[src/rtl/varredura_matriz_caixa.sv]
// Scan driver for the 5x7 tank-level LED matrix.
// Ports: clk, reset (sync, active-high); alto_in/medio_in/baixo_in raw
// sensors; l_in row pattern from the decoder; alto/medio/baixo
// frame-stable levels; col_dec one-hot column to the decoder; col and
// linhas blanked matrix drive; fim_quadro one-clock frame pulse.
module varredura_matriz_caixa #(
    parameter int DIV      = 10000,
    parameter int BLANK    = 100,
    parameter int DEBOUNCE = 50000
) (
    input  logic       clk,
    input  logic       reset,
    input  logic       alto_in,
    input  logic       medio_in,
    input  logic       baixo_in,
    input  logic [6:0] l_in,
    output logic       alto,
    output logic       medio,
    output logic       baixo,
    output logic [4:0] col_dec,
    output logic [4:0] col,
    output logic [6:0] linhas,
    output logic       fim_quadro
);

    localparam int CW = $clog2(DIV);
    localparam int DW = (DEBOUNCE > 1) ? $clog2(DEBOUNCE) : 1;

    localparam logic [CW-1:0] CNT_LAST  = CW'(DIV - 1);
    localparam logic [CW-1:0] CNT_BLANK = CW'(BLANK);
    localparam logic [DW-1:0] DB_LAST   = DW'(DEBOUNCE - 1);
    localparam logic [2:0]    IDX_LAST  = 3'd4;

    logic [CW-1:0] cnt_q, cnt_d;
    logic [2:0]    idx_q, idx_d;
    logic [4:0]    col_dec_q, col_dec_d;
    logic [4:0]    col_q, col_d;
    logic [6:0]    linhas_q, linhas_d;
    logic          fim_q, fim_d;
    logic          lit;

    // Sensor vectors: bit 2 = alto, bit 1 = medio, bit 0 = baixo.
    logic [2:0]    raw;
    logic [2:0]    s1_q, s1_d;
    logic [2:0]    s2_q, s2_d;
    logic [2:0]    stable_q, stable_d;
    logic [2:0]    sens_q, sens_d;
    logic [DW-1:0] dbc_q [3];
    logic [DW-1:0] dbc_d [3];

    assign raw = {alto_in, medio_in, baixo_in};

    function automatic logic [4:0] onehot(input logic [2:0] i);
        return 5'b00001 << i;
    endfunction

    always_comb begin
        cnt_d = cnt_q + 1'b1;
        idx_d = idx_q;
        fim_d = 1'b0;
        if (cnt_q == CNT_LAST) begin
            cnt_d = '0;
            if (idx_q == IDX_LAST) begin
                idx_d = '0;
                fim_d = 1'b1;
            end else begin
                idx_d = idx_q + 3'd1;
            end
        end

        // Decisions use next-state values so the blank window lines up
        // exactly with the first BLANK clocks of every slot.
        lit       = (cnt_d >= CNT_BLANK);
        col_dec_d = onehot(idx_d);
        col_d     = lit ? col_dec_d : 5'b0;
        linhas_d  = lit ? l_in : 7'b0;

        // Latch the old stable values; an acceptance on this same edge
        // waits for the next frame.
        sens_d = fim_d ? stable_q : sens_q;

        s1_d     = raw;
        s2_d     = s1_q;
        stable_d = stable_q;
        dbc_d    = dbc_q;
        for (int i = 0; i < 3; i++) begin
            if (s2_q[i] == stable_q[i]) begin
                dbc_d[i] = '0;
            end else if (dbc_q[i] == DB_LAST) begin
                stable_d[i] = s2_q[i];
                dbc_d[i]    = '0;
            end else begin
                dbc_d[i] = dbc_q[i] + 1'b1;
            end
        end
    end

    always_ff @(posedge clk) begin
        if (reset) begin
            cnt_q     <= '0;
            idx_q     <= '0;
            col_dec_q <= 5'b00001;
            col_q     <= '0;
            linhas_q  <= '0;
            fim_q     <= 1'b0;
            s1_q      <= '0;
            s2_q      <= '0;
            stable_q  <= '0;
            sens_q    <= '0;
            for (int i = 0; i < 3; i++) begin
                dbc_q[i] <= '0;
            end
        end else begin
            cnt_q     <= cnt_d;
            idx_q     <= idx_d;
            col_dec_q <= col_dec_d;
            col_q     <= col_d;
            linhas_q  <= linhas_d;
            fim_q     <= fim_d;
            s1_q      <= s1_d;
            s2_q      <= s2_d;
            stable_q  <= stable_d;
            sens_q    <= sens_d;
            for (int i = 0; i < 3; i++) begin
                dbc_q[i] <= dbc_d[i];
            end
        end
    end

    assign col_dec    = col_dec_q;
    assign col        = col_q;
    assign linhas     = linhas_q;
    assign fim_quadro = fim_q;
    assign alto       = sens_q[2];
    assign medio      = sens_q[1];
    assign baixo      = sens_q[0];

endmodule

[config.mk]
export PLATFORM = sky130hd
export DESIGN_NAME = varredura_matriz_caixa
export DESIGN_NICKNAME = d
export VERILOG_FILES = /design/src/rtl/varredura_matriz_caixa.sv
export SDC_FILE = /design/constraint.sdc
export NUM_CORES = 1
export LEC_CHECK = 0
export ABC_CLOCK_PERIOD_IN_PS = 2810
export BUFFER_PORTS_ARGS = -buffer_cell sky130_fd_sc_hd__buf_2
export CAP_MARGIN = 5
export CORE_UTILIZATION = 59
export DETAILED_ROUTE_END_ITERATION = 7
export HOLD_SLACK_MARGIN = 0.08
export PLACE_DENSITY = 0.79
export SETUP_SLACK_MARGIN = 0.5
export SLEW_MARGIN = 20
export SYNTH_ARGS = -nofsm -noshare
export SYNTH_HDL_FRONTEND = slang
export SYNTH_SLANG_ARGS = --single-unit
[constraint.sdc]
create_clock -name clk -period 2.81 [get_ports clk]
set_clock_uncertainty 0.2 [all_clocks]
set_input_delay 0.1405 -clock clk [delete_from_list [all_inputs] [get_ports clk]]
set_output_delay 0.1405 -clock clk [all_outputs]
set_load 0.05 [all_outputs]
# Yosys cells after proc, flatten, opt, wreduce, memory -nomap -nowiden
# Index checks and enable logic that the tools add are counted.
[word_totals]
regBits = 95
input_bits = 12
out_inout_bits = 21
elab_cells = 46
[op_classes]
addsub = 5
order_cmp = 1
eq_ne = 8
n_shift = 1
n_mux = 5
n_bitwise = 4
n_reduce_logical = 7
[op_table]
columns = ["operator", "n"]
rows = [
  ["adder 16 x 1 -> 16 bit (second input constant)", 3],
  ["equality test 16 bit (second input constant)", 3],
  ["adder 14 x 1 -> 14 bit (second input constant)", 1],
  ["equality test 14 bit (second input constant)", 1],
  ["greater-or-equal comparator 14 x 7 -> 1 bit (second input constant)", 1],
  ["two-way mux 14 bit", 1],
  ["OR reduction 3 bit", 3],
  ["two-way mux 3 bit", 2],
  ["AND reduction 2 bit", 3],
  ["left shift 1 x 3 -> 5 bit (first input constant)", 1],
  ["inverter 1 bit", 4],
  ["adder 3 x 1 -> 3 bit (second input constant)", 1],
  ["equality test 1 bit", 3],
  ["equality test 3 bit (second input constant)", 1],
  ["two-way mux 1 bit", 2],
  ["OR reduction 2 bit", 1],
]

# Depth between registers and ports, before layout
# Gate-level depths: netlist of run 1.
[depth]
ltp_word = 5
ltp_mapped = 8

# Least setup slack after synthesis of run 1
# Ideal clock, no wire load.
[synth_timing]
path_type = "reg2reg"
start = "reg cnt_q[0]"
end = "reg col_q[0], in the netlist col[0]"
arrival_ns = 1.741
path_slack_ns = 0.735
stages_incl_launch_ff = 9
n_path_buf = 2
synth_period_minus_slack_ns = 2.075
path_cell_list = "dfxtp_1 > ha_1 > clkbuf_2 > and3_1 > a211oi_1 > a31oi_1 > nor3_1 > clkbuf_1 > a21oi_1"
[synth_between]
elab_chain_len = 5
word_cells_on_any_way = 8
classes_between = "add/sub (1); order compare (1); eq/ne (1); shift (1); mux (2); bitwise (1); reduce/logical (1)"
[synth_rtl]
columns = ["element", "line_no", "rtl"]
rows = [
  ["start, declared", "34", "logic [CW-1:0] cnt_q, cnt_d;"],
  ["start signal, assigned", "114", "cnt_q <= cnt_d;"],
  ["adder 14 x 1 -> 14 bit / equality test 14 bit (equally long branches)", "58, 61", ""],
  ["two-way mux 14 bit", "61", "if (cnt_q == CNT_LAST) begin"],
  ["greater-or-equal comparator 14 x 7 -> 1 bit", "73", "lit = (cnt_d >= CNT_BLANK);"],
  ["inverter 1 bit (no line)", "--", ""],
  ["OR reduction 2 bit (no line)", "--", ""],
  ["end signal, assigned", "117", "col_q <= col_d;"],
  ["end, declared", "37", "logic [4:0] col_q, col_d;"],
]
# Several ways; a longest one is shown, not always the timed one.
# A chain may end at the register's enable or synchronous reset.

# Worst setup path after layout of run 1
[layout_timing]
start = "reg cnt_q[1]"
end = "reg col_q[1], in the netlist col[1]"
# Same word-level chain as after synthesis.

==> metrics, run 1 <==
Ant. Diodes=0; Tmin final=2.255 ns; DRC=0; GR Overflow Total=0; flops & latches, synth=95; Max Slew Vio Count=0; NumNets Final=511; final hold vios=0; R2R depth=6; Seq/Total Area, Yosys=46.50%; Worst-Skew Late Latency=0.36 ns; full die area=7269 sq um; CTS tree=done; Max Fclk=0.4435 GHz; Static Leakage=1.658 nW; Initial Util=62.62%; # IOs=33; Die W=85.26 microns; post-synthesis cell count=454; Finished Cell Area=4633 sq um; clock sink count=95; final setup fails=0; placed cell areas=4244 sq um; fraction of layout cells with a size suffix above 1=13.86%; pre-CTS WS=0.1268 ns; crit path capture type=register; Post-synth EDFFs=0; Filler cells=517; root buffer cell=clkbuf_8; worst path required time=2.86 ns; final wirelength=7.749 mm; reg-to-reg critical path endpoint=col[1]; CP max FO=12; Reg clk slew, reported paths=0.09 ns; Worst-Margin Slew=0.6513 ns; post-synthesis average cell area=9.009 sq um; CP endpoint=col[1]; DIE HEIGHT=85.26 microns; clock tree buffer depth=2; slew margin rel.=56.58%; most frequent cells in the layout=dfxtp_1 (93), nor2_1 (86), xnor2_1 (35); status=finished, final reports clean; Tot GR Track Use=23.33%; largest net degree at the start of global routing=39; Worst R2R Setup Slack=0.56 ns; Cell Area, Synth=4090 sq um; crit path kind=reg2reg; vias in the first global route=3134; TritonRoute pass-1 iters=5; core area=6531 sq um; area of the multi-input gates=2079 sq um; Max IR drop VDD=0.3070 mV; Syn Nets=472; crit path cell chain=ha_2, nand3_1, nor3_4, mux2i_2, a2bb2oi_4, a2111oi_1; Tcrit/Tclk final=80.23%; initial antenna violation count=0; startpoint types=register; Crit. Startpoint=cnt_q[1]; WL/cell=13.48 microns; Final TNS setup=0 ns; most common cell after layout, fill and taps aside=dfxtp_1; ys flop type=dfxtp_1; unique cell type count in the Yosys netlist=45; vias per cell=5.513; crit path DAT=2.31 ns; crit-path max cell delay=0.43 ns; unrepaired setup endpoints after global routing=true; register area=1904 sq um; first-pass GRT wire length=13.48 mm; DR vias=3170; max-cap check violation count=0; worst r2r src=cnt_q[1]; 1st-iter DRT viols=113; placement row count=29; Pwr Density=504.1 nW/um^2; antenna-violating nets left=0; port buffer count=32; Detailed Place HPWL=5.146 mm; ys async rst share=0%; CTS buffer count=9; final worst setup slack=0.5554 ns; Synth-to-Final Area Change=13.28%; Yosys warning count=0; gpl congestion=0.8224; Hold Path Class=reg2reg; CTS H-Tree Depth=3; slowest CP cell=dfxtp_1
kinds of logic (layout without fill, tap and decap cells):
| kind of cell | Yosys count | after routing | synth area share (%) |
|---|---|---|---|
| AO/OA/AOI/OAI | 31 | 31 | 4.650 |
| adder cells (fa/ha/maj) | 6 | 6 | 1.835 |
| multiplexers | 10 | 10 | 2.478 |
| XOR/XNOR | 58 | 58 | 12.42 |
| buffers and inverters | 31 | 75 | 4.068 |
| flip-flops | 95 | 95 | 46.50 |
| AND/OR/NAND/NOR | 223 | 223 | 28.05 |
area by class of cell:
cell class / count / share of cell area, %
clock buffers: 10 / 2.971
flip-flops and latches: 95 / 41.10
well taps: 77 / 2.079
repair buffers: 48 / 6.643
inverters: 11 / 0.8912
multi-input cells: 328 / 44.88
clock inverters: 6 / 1.431
routing by layer:
metal	global-route usage, %	vias up	share of wire, %
met5	0	-	0
met4	9.394	0	1.7
met3	6.031	13	3.4
met2	41.20	51	50
met1	26.96	1486	45
li1	-	1620	-
critical path, delay by kind of cell (launching register included):
kind	cells	cell delay [ns]
compound gates	2	0.54
fa+ha+maj	1	0.29
flops	1	0.43
simple gates	2	0.38
mux	1	0.32
cell usage after synthesis, drive strengths merged, types with 8 or more instances:
cell type   n  area share, %
dfxtp      95             46
nor2       86            7.9
xnor2      35            7.5
nand2      25            2.3
xor2       23            4.9
nand3      21            2.6
a21oi      18            2.3
nor3       15            1.8
nand4      13            2.0
inv        11            1.0
buf        10            2.1
clkbuf     10           0.95
nand3b     10            1.8
and3        9            1.4
mux2i       9            2.2
nor2b       9            1.4
or3         8            1.2
state kept, by name, summed over array words and instances, names as in the netlist:
signal / flops
cnt_q: 14
dbc_q: 48
col_dec: 5
fim_quadro: 1
s1_q: 3
col: 5
linhas: 7
stable_q: 3
idx_q: 3
sens_q: 3
s2_q: 3
worst min-delay path by stage:
| stage | from | end | depth (start not counted) | slack [ns] |
|---|---|---|---|---|
| after CTS | s1_q[0] | s2_q[0] | 1 | 0.25 |
| final | s1_q[0] | s2_q[0] | 1 | 0.24 |
| after global routing | s1_q[0] | s2_q[0] | 1 | 0.26 |
| after detailed placement | alto_in | s1_q[2] | 2 | 0.15 |
| after floorplan | baixo_in | s1_q[0] | 1 | 0.07 |
| after global placement | alto_in | s1_q[2] | 2 | 0.15 |
stage by stage:
stage / power, mW / cells / hold slack, ns / utilization (%)
finish: 2.336 / 575 / 0.2425 / 70.94
global placement: 1.441 / 546 / 0.1517 / 64.98
detailed placement: 1.443 / 546 / 0.1543 / 64.98
floorplan: 1.431 / 454 / 0.06868 / -
CTS: 2.359 / 575 / 0.2464 / 70.13
global route: 2.435 / 575 / 0.2648 / 70.94
power breakdown:
part | switching, mW | internal (mW) | total, mW
clock | 0.468 | 0.440 | 0.908
sequential | 0.00923 | 1.35 | 1.36
combinational | 0.0312 | 0.0327 | 0.0638
total | 0.508 | 1.83 | 2.34
what timing repair did:
item / CTS / global route
hold endpoints to repair: 12 / 0
setup endpoints to repair: 14 / 48
pin swaps: 1 / 0
gates cloned: 0 / 0
gates resized for setup: 2 / 13
hold buffers: 11 / 0
setup buffers: 2 / 0
Power figures use the tool's default switching activity.
==> run 2: changes to the inputs <==
Settings changed: ABC_CLOCK_PERIOD_IN_PS 2810 to 2200.
Clock period 2.81 ns to 2.2 ns, I/O delays scaled along.
==> run 2 against run 1 <==
  * Power grew 24%
  * Fmax grew 11%
  * Final area grew 23%
  * Combinational power is 120% higher
==> metrics, run 2 (synthesized netlist as in run 1, its figures left out) <==
largest net degree at the start of global routing=22 (-44%); CTS H-Tree Depth=3 (unchanged); power share of the clock group=35.7% (-3.2 points); Worst-Skew Late Latency=0.37 ns (about the same); first-pass GRT wire length=16.01 mm (+19%); Static Leakage=2.061 nW (+24%); NumNets Final=563 (+10%); Tmin final=2.027 ns (-0.2276 ns); TritonRoute pass-1 iters=5 (unchanged); register area=1967 sq um (+3.3%); vias in the first global route=3419 (+9.1%); P_sw=0.6554 mW (+29%); WL/cell=19.80 microns (+47%); Tot GR Track Use=28.14% (+4.8 points); Max Slew Vio Count=0 (unchanged); Synth-to-Final Area Change=39.49%; CP max FO=5 (-7); fraction of layout cells with a size suffix above 1=44.16% (+30 points); Pwr Density=509.6 nW/um^2 (+1.1%); worst path required time=2.31 ns (-0.55 ns); Hold Path Class=reg2reg; placement row count=29 (unchanged); final wirelength=12.38 mm (+60%); Initial Util=62.62% (unchanged); Ant. Diodes=0 (unchanged); status=finished, final reports clean; max-cap check violation count=0 (unchanged); clock tree buffer depth=2 (unchanged); clock sink count=95 (unchanged); max FFs per register=48 (unchanged); most common cell after layout, fill and taps aside=dfxtp_1; CTS tree=done; DR vias=3815 (+20%); DRC=0 (unchanged); placed instance count=554 (+1.5%); vias per cell=6.104 (+11%); 1st-iter DRT viols=382 (+240%); Max IR drop VDD=0.4780 mV (+56%); DIE HEIGHT=85.26 microns (unchanged); crit path capture type=register; slew margin rel.=70.61% (+14 points); port buffer count=32 (unchanged); Filler cells=284 (-45%); Worst-Margin Slew=0.4408 ns (-0.2105 ns); gpl congestion=0.9184 (+12%); # IOs=33 (unchanged); final hold vios=0 (unchanged); unrepaired setup endpoints after global routing=true; crit path DAT=2.14 ns (-0.17 ns); most frequent cells in the layout=dfxtp_1 (63), nor2_1 (55), buf_4 (37); final setup fails=0 (unchanged); Max Fclk=0.4933 GHz (+11%); area of the multi-input gates=2649 sq um (+27%); initial antenna violation count=0 (unchanged); power share of the sequential group=59.6% (+1.2 points); CTS buffer count=9 (unchanged); crit path kind=reg2reg; startpoint types=register; root buffer cell=clkbuf_8; Tcrit/Tclk final=92.14% (+12 points); final core utilization=87.36% (+16 points); antenna-violating nets left=0 (unchanged); Die W=85.26 microns (unchanged); full die area=7269 sq um (unchanged); Reg clk slew, reported paths=0.08 ns (about the same); switching share of power=22.54% (+0.78 points); final std cells w/o fill=625 (+8.7%); register with the most flip-flops=dbc_q; Detailed Place HPWL=5.138 mm (-0.15%); core area=6531 sq um (unchanged); Int Pwr=2.252 mW (+23%); combinational share of power=4.8% (+2.1 points); GR Overflow Total=0 (unchanged); Final TNS setup=0 ns (unchanged)
==> run 2: cell types whose count changed in the layout (fill, tap and decap cells not counted), moves of 6 or more <==
cell,before,now
nor2_2,0,25
nor2_1,86,55
a21oi_2,1,14
nor2_4,0,6
buf_6,0,12
buf_4,5,37
dfxtp_2,2,22
dfxtp_4,0,10
dfxtp_1,93,63
a21oi_1,17,4
==> run 2: worst paths after layout <==
check | to | slack (ns) | from | cells after the start
hold reg to reg | dbc_q[16] | 0.24 | dbc_q[16] | 1
setup / recovery | col[3] | 0.17 | idx_q[1] | 7
setup reg to reg | col[3] | 0.17 | idx_q[1] | 7
hold / removal | dbc_q[16] | 0.24 | dbc_q[16] | 1
==> run 2: layer usage <==
layer,vias to the layer above,track usage [%],part of all wire [%]
met5,-,0,0
met4,0,11.06,4.9
met3,57,6.420,6.5
met2,207,50.51,50
met1,1830,32.49,39
li1,1721,-,-
==> run 2: layout make-up <==
cell class                 count  share of cell area [%]
multi-input combinational    329                   46.43
sequential                    95                   34.47
timing repair buffer          99                   13.77
clock buffer                  13                   2.785
tap                           77                   1.689
inverter                      11                  0.7675
clock inverter                 1                 0.08772
==> run 2: worst max-delay path: stages, from the launching register on <==
cell	delay, ns
dfxtp_4	0.43
inv_4	0.06
ha_4	0.16
nand2b_4	0.14
a211oi_2	0.35
mux2i_4	0.15
or3_4	0.35
a21oi_2	0.11
==> run 2: power groups by stage <==
stage | registers (mW) | clock network, mW | logic (mW)
after floorplan | 1.78 | 0 | 0.0567
after detailed placement | 1.78 | 0 | 0.0710
final | 1.73 | 1.04 | 0.138
after global placement | 1.78 | 0 | 0.0704
after CTS | 1.73 | 1.02 | 0.111
after global routing | 1.73 | 1.13 | 0.147
==> run 2: stage by stage <==
stage | setup slack, ns | cell area, sq um | hold slack [ns] | power [mW]
after floorplan | 0.1980 | 4219 | 0.03818 | 1.834
after global placement | 0.1330 | 4410 | 0.1197 | 1.851
after detailed placement | 0.1047 | 4410 | 0.1259 | 1.853
after CTS | 0.2789 | 5190 | 0.2476 | 2.865
after global routing | 0.1272 | 5705 | 0.2520 | 3.010
final | 0.1730 | 5705 | 0.2410 | 2.907
==> run 2: what timing repair did <==
| item | in CTS | in global routing |
|---|---|---|
| setup buffers | 21 | 18 |
| setup endpoints to repair | 83 | 83 |
| hold buffers | 14 | 0 |
| pin swaps | 22 | 22 |
| hold endpoints to repair | 23 | 0 |
| cloned | 2 | 2 |
| gates resized for setup | 79 | 96 |
